[src/rtl/load_register.sv]
// Clock-enabled data register with byte-lane write strobes, synchronous clear
// and a one-cycle update pulse. Define LOAD_REGISTER_PARITY_EN to add an even-parity output.
module load_register #(
  parameter int               WIDTH       = 32,
  parameter logic [WIDTH-1:0] RESET_VALUE = WIDTH'(32'h0000_0000)
) (
  input  logic               HCLK,
  input  logic               HRESETn,
  input  logic               load,
  input  logic [WIDTH/8-1:0] byte_en,
  input  logic               clr,
  input  logic [WIDTH-1:0]   D,
  output logic [WIDTH-1:0]   Q,
`ifdef LOAD_REGISTER_PARITY_EN
  output logic               parity,
`endif
  output logic               updated
);

  localparam int NUM_LANES = WIDTH / 8;

  logic [WIDTH-1:0] q_q, q_d;
  logic             updated_q, updated_d;

  // Priority: clear beats load beats hold.
  always_comb begin
    // NOTE: every signal gets a default first so no path leaves it unassigned (no latch).
    q_d       = q_q;
    updated_d = 1'b0;
    if (clr) begin
      q_d       = RESET_VALUE;
      updated_d = 1'b1;
    end else if (load) begin
      for (int i = 0; i < NUM_LANES; i++) begin
        if (byte_en[i]) begin
          q_d[8*i +: 8] = D[8*i +: 8];
        end
      end
      updated_d = |byte_en;
    end
  end

  always_ff @(posedge HCLK or negedge HRESETn) begin
    if (!HRESETn) begin
      q_q       <= RESET_VALUE;
      updated_q <= 1'b0;
    end else begin
      // NOTE: non-blocking assignments so every flop samples pre-edge values.
      q_q       <= q_d;
      updated_q <= updated_d;
    end
  end

  assign Q       = q_q;
  assign updated = updated_q;

`ifdef LOAD_REGISTER_PARITY_EN
  // Parity is registered from the next-state value so it moves with Q.
  logic parity_q;

  always_ff @(posedge HCLK or negedge HRESETn) begin
    if (!HRESETn) begin
      parity_q <= ^RESET_VALUE;
    end else begin
      parity_q <= ^q_d;
    end
  end

  assign parity = parity_q;
`endif

endmodule

[config.mk]
export PLATFORM = sky130hd
export DESIGN_NAME = load_register
export DESIGN_NICKNAME = d
export VERILOG_FILES = /design/src/rtl/load_register.sv
export SDC_FILE = /design/constraint.sdc
export NUM_CORES = 1
export LEC_CHECK = 0
export ABC_AREA = 1
export CORE_MARGIN = 2
export CORE_UTILIZATION = 40
export DETAILED_ROUTE_END_ITERATION = 6
export DONT_BUFFER_PORTS = 1
export PLACE_DENSITY = 0.63
export SETUP_SLACK_MARGIN = 0.5
export SLEW_MARGIN = 20
export SYNTH_ARGS = -nofsm -noshare
export SYNTH_HDL_FRONTEND = slang
export SYNTH_SLANG_ARGS = --single-unit
[constraint.sdc]
create_clock -name HCLK -period 0.8 [get_ports HCLK]
set_input_delay 0.08 -clock HCLK [delete_from_list [all_inputs] [get_ports HCLK]]
set_output_delay 0.08 -clock HCLK [all_outputs]
set_load 0.005 [all_outputs]
==> results of run 1 <==
-- worst paths after layout --
kind	startpoint	endpoint	slack (ps)	depth (start not counted)
min reg2reg	Q[0]	Q[0]	520	2
min	HRESETn	Q[2]	-560	0
min in group HCLK	D[16]	Q[16]	-140	2
max	Q[15]	Q[15]	-20	0
max in group asynchronous	HRESETn	updated	1280	0
max reg2reg	Q[12]	Q[12]	150	2
-- area by class of cell --
cell class	instances	area, um^2
clock buffers	7	65.1
clock inverters	1	5.00
fillers	346	1780
inverters	3	16.3
multi-input cells	107	598
flip-flops and latches	33	826
well taps	46	57.6
repair buffers	1	20.0
-- worst reg2reg max path: stages (launching register included) --
cell	delay (ps)
dfrtp_1	420
nand3_1	80
nand2_1	50
-- flip-flops by register name (all words and copies together) (netlist names) --
| register | flops |
|---|---|
| Q | 32 |
| updated | 1 |
-- cells in the final DEF (no fill, tap or decap), drive strengths merged --
| cell | instances |
|---|---|
| clkinv | 1 |
| inv | 3 |
| clkbuf | 7 |
| nand2 | 55 |
| nand3 | 48 |
| dfrtp | 33 |
| nor2 | 4 |
| buf | 1 |
-- power groups by stage --
stage / sequential (mW) / combinational [mW] / clock (mW)
3_5_place_dp: 1.84 / 0.213 / 0
5_1_grt: 1.82 / 0.247 / 1.18
6_report: 1.81 / 0.212 / 1.04
3_3_place_gp: 1.84 / 0.202 / 0
4_1_cts: 1.81 / 0.212 / 1.10
2_1_floorplan: 1.82 / 0.206 / 0
-- stage by stage --
stage | setup TNS [ps] | setup WS [ps] | cells | utilization | power, mW
after floorplan | 0 | 196 | 149 | - | 2.03
after global placement | 0 | 168 | 190 | 0.445 | 2.04
after detailed placement | 0 | 136 | 190 | 0.445 | 2.05
after CTS | -1190 | -50.4 | 198 | 0.466 | 3.12
after global routing | -2050 | -80.7 | 198 | 0.472 | 3.24
final | -370 | -19.0 | 198 | 0.472 | 3.06
-- cell families after synthesis --
group         count (synthesis)
simple gates                107
flops                        33
buf+inv                       9
-- Yosys cell counts --
cell	instances	area (um^2)
buf_6	2	22.5
nand3_2	9	90.1
nor2_1	2	7.51
dfrtp_1	33	826
buf_2	4	20.0
nand2_1	51	191
nand2_2	4	25.0
nor2_4	2	22.5
inv_2	3	11.3
nand3_1	39	195
-- layer usage --
metal  vias to the layer above  track usage  part of all wire
met5                         -            0                 0
met2                        48        0.274              0.50
li1                        497            -                 -
met4                         0       0.0625            0.0052
met3                         2       0.0804              0.11
met1                       496        0.176              0.39
-- timing repair --
item / in CTS / in global routing
gates cloned: 0 / 0
pin swaps: 22 / 4
endpoints found under the hold margin: 66 / 66
gates resized for setup: 0 / 4
setup endpoints to repair: 65 / 65
==> results_dict.tcl, run 1 <==
set metrics [dict create \
    yosys.area_share.simple 0.377 \
    max_slew_margin 0.846 \
    antenna_found_initial 0 \
    drive_gt1_frac 0.204 \
    syn_nets 189 \
    nNetsFinal 191 \
    wl_per_cell_um 14.5 \
    ys_warn_count 0 \
    post-route-period-util 1.02 \
    drv_cap 0 \
    synth.area.mux_share 0 \
    syn_inst 149 \
    grt_max_degree 50 \
    crit_type "flop to output port" \
    combPwrFrac 0.069 \
    critPathLaunchType "flop" \
    dr.pass1.iters 3 \
    grtUsageTotal 0.163 \
    synth.avg_cell_area_um2 9.47 \
    drtAntennaViolNets 0 \
    cts_tree "done" \
    grt_pass1_vias 1160 \
    power_frac_seq 0.591 \
    status "finished, violations left" \
    powerDensity_nw_per_um2 1920 \
    fmax_mhz 1220 \
    power.switching_mw 0.726 \
    clk_latency_ps 310 \
    routed_wl_um 2870 \
    hp-class "input port to asynchronous set/reset pin" \
    p_sw_frac 0.237 \
    design_area_um2 1590 \
    area_delta_synth_final_pct 12.5 \
    cts_buffers 5 \
    globalRoute.totalOverflow 0 \
    cts_root_buffer "clkbuf_4" \
    post_cts_buffers 0 \
    grt_setup_unrepaired "yes" \
    ctsHtreeMaxLevel 2 \
    die_x_um 63.4 \
    critPathArrivalTime_ps 740 \
    grt_pass1_wl_um 5020 \
    hold_viol_final 66 \
    worst_slack_ps -19.0 \
    hold_ws_ps -563 \
    core.rowCount 21 \
    diodes 0 \
    finalMaxSlewViolations 0 \
    irDropWorstVdd_mv 0.997 \
    synth_compound_area_frac 0 \
    synth_xor_area_frac 0 \
    clkTransAtPathRegs_ps 100 \
    clock_power_share 0.339 \
    via_count 1043 \
    intPower_mw 2.33 \
    placed_cell_area_um2 1500 \
    synth_top_family_by_area "simple AND/OR/NAND/NOR gates" \
    remaining_drc_errors 0 \
    violations "hold timing, setup timing" \
    worstMarginPinSlew_ps 231 \
    cts.sinks 33 \
    initial_core_util 0.420 \
    syn_area_um2 1410 \
    finClkSkew_ps 0 \
    coreArea_um2 3360 \
    vias_per_cell 5.27 \
    timing.final.crit_period_ps 819 \
    drt_iter0_markers 51 \
    synthAdderAreaFrac 0 \
    end_kind "output port" \
    routabilityCongestion 0.641 \
    clockBufferDepth 2 \
    crit_fanout 2 \
    die_area_um2 4020 \
    place.detailed.hpwl_um 2140 \
    leakage_nw 0.817 \
    ys_types 10 \
    ioPinCount 73 \
    synth-seq-cells 33 \
    portBuffers 0 \
    worstPathRequired_ps 720 \
    setup_viol 28 \
    die_h_um 63.4 \
    ys_seq_area_frac 0.585 \
]
No activity file was read; power rests on OpenSTA's default activity.
==> inputs of run 2 (changes only) <==
Clock period 0.8 ns to 0.9 ns, I/O delays scaled along.
==> run 2 against run 1 <==
Effect of this change: the run ends with hold timing left; utilization decreased by 0.19 points; power fell by 4.1%; sequential power is 11% lower; hold slack gained 4.0 ps; register-to-register slack better by 100 ps; non-clock buffer count decreased by 1; flip-flop and latch count stayed put; critical path type unchanged; critical endpoint is now Q[11].
==> results_dict.tcl, run 2 (same netlist as run 1, synthesis figures left out) <==
set metrics [dict create \
    status "finished, violations left" \
    violations "hold timing" \
    setup_tns_ps 0 \
    nNetsFinal 190 \
    post_cts_buffers 0 \
    clockBufferDepth 2 \
    critPathLaunchType "flop" \
    powerDensity_nw_per_um2 1850 \
    timing.final.crit_period_ps 839 \
    cts_buffers 5 \
    drive_gt1_frac 0.185 \
    placed_cell_area_um2 1480 \
    place.detailed.hpwl_um 2180 \
    crit_type "flop to output port" \
    nFillCells 347 \
    clkTransAtPathRegs_ps 100 \
    grt_setup_unrepaired "yes" \
    hold_viol_final 66 \
    grt_max_degree 50 \
    remaining_drc_errors 0 \
    worstPathRequired_ps 810 \
    crit_fanout 2 \
    wl_per_cell_um 14.9 \
    area_delta_synth_final_pct 12.1 \
    hold_ws_ps -559 \
    vias_per_cell 5.24 \
    irDropWorstVdd_mv 1.15 \
    max_slew_margin 0.858 \
    drtAntennaViolNets 0 \
    portBuffers 0 \
    finClkSkew_ps 0 \
    finalMaxSlewViolations 0 \
    largest_reg_flops 32 \
    end_kind "output port" \
    dr.pass1.iters 4 \
    dp.cells 189 \
    ctsHtreeMaxLevel 2 \
    globalRoute.totalOverflow 0 \
    grtUsageTotal 0.160 \
    design_area_um2 1580 \
    die_x_um 63.4 \
    post-route-period-util 0.933 \
    grt_pass1_wl_um 4930 \
    routed_wl_um 2930 \
    most-common-layout-cells "51 x nand2_1, 36 x nand3_1, 33 x dfrtp_1" \
    via_count 1033 \
    drv_cap 0 \
    hp-class "input port to asynchronous set/reset pin" \
    final_core_utilization 0.470 \
    grt_pass1_vias 1060 \
    worstMarginPinSlew_ps 212 \
    fmax_mhz 1190 \
    layout_commonest_cell "nand2_1" \
    coreArea_um2 3360 \
    diodes 0 \
    die_area_um2 4020 \
    core.rowCount 21 \
    drt_iter0_markers 33 \
    fin_cells 197 \
    ioPinCount 73 \
    cts_root_buffer "clkbuf_4" \
    leakage_nw 0.817 \
    antenna_found_initial 0 \
    setup_viol 0 \
    routabilityCongestion 0.643 \
    clk_latency_ps 320 \
    cts_tree "done" \
    cts.sinks 33 \
    initial_core_util 0.420 \
    critPathArrivalTime_ps 750 \
    die_h_um 63.4 \
]
run 2: cell count changes in the layout (fill, tap and decap cells not counted), sizes merged:
cell    before  now
bufinv       0    1
clkinv       1    0
buf          1    0
run 2: cell type report:
cell class	count	area (um^2)	share of cell area
Clock inverter	1	30.0	0.0190
Multi-Input combinational cell	107	584	0.369
Clock buffer	7	55.1	0.0348
Sequential cell	33	826	0.522
Tap cell	46	57.6	0.0364
Inverter	3	28.8	0.0182
run 2: path summary, 6_finish.rpt:
| kind | from | to | slack (ps) | cells past startpoint |
|---|---|---|---|---|
| max in group asynchronous | HRESETn | Q[0] | 1380 | 0 |
| max reg2reg | Q[29] | Q[29] | 250 | 2 |
| min | HRESETn | Q[11] | -560 | 0 |
| min reg2reg | Q[1] | Q[1] | 530 | 2 |
| max | Q[11] | Q[11] | 60 | 0 |
| min in group HCLK | D[18] | Q[18] | -130 | 2 |
run 2: where the power goes:
part	internal (mW)	switching [mW]	leakage (nW)
sequential	1.55	0.0539	0.445
clock	0.663	0.481	0.0455
combinational	0.0591	0.120	0.326
total	2.27	0.656	0.817
run 2: timing repair:
action,in CTS,in global routing
hold endpoints to repair,66,66
setup endpoints to repair,65,65
gates cloned,0,0
pin swaps,45,0
resized for setup,0,3
run 2: metal layers:
layer	up-vias	part of all wire	track usage
li1	496	-	-
met1	485	0.38	0.178
met2	48	0.51	0.266
met3	4	0.096	0.0750
met4	0	0.012	0.0571
met5	-	0	0
run 2: stage by stage:
step                      worst slack [ps]  total power [mW]  hold slack [ps]
final                                 60.5              2.93             -559
after global routing                  10.7              3.07             -598
after CTS                             44.6              2.97             -578
after detailed placement               238              1.82             -205
after global placement                 269              1.80             -205
after floorplan                        289              1.81             -206
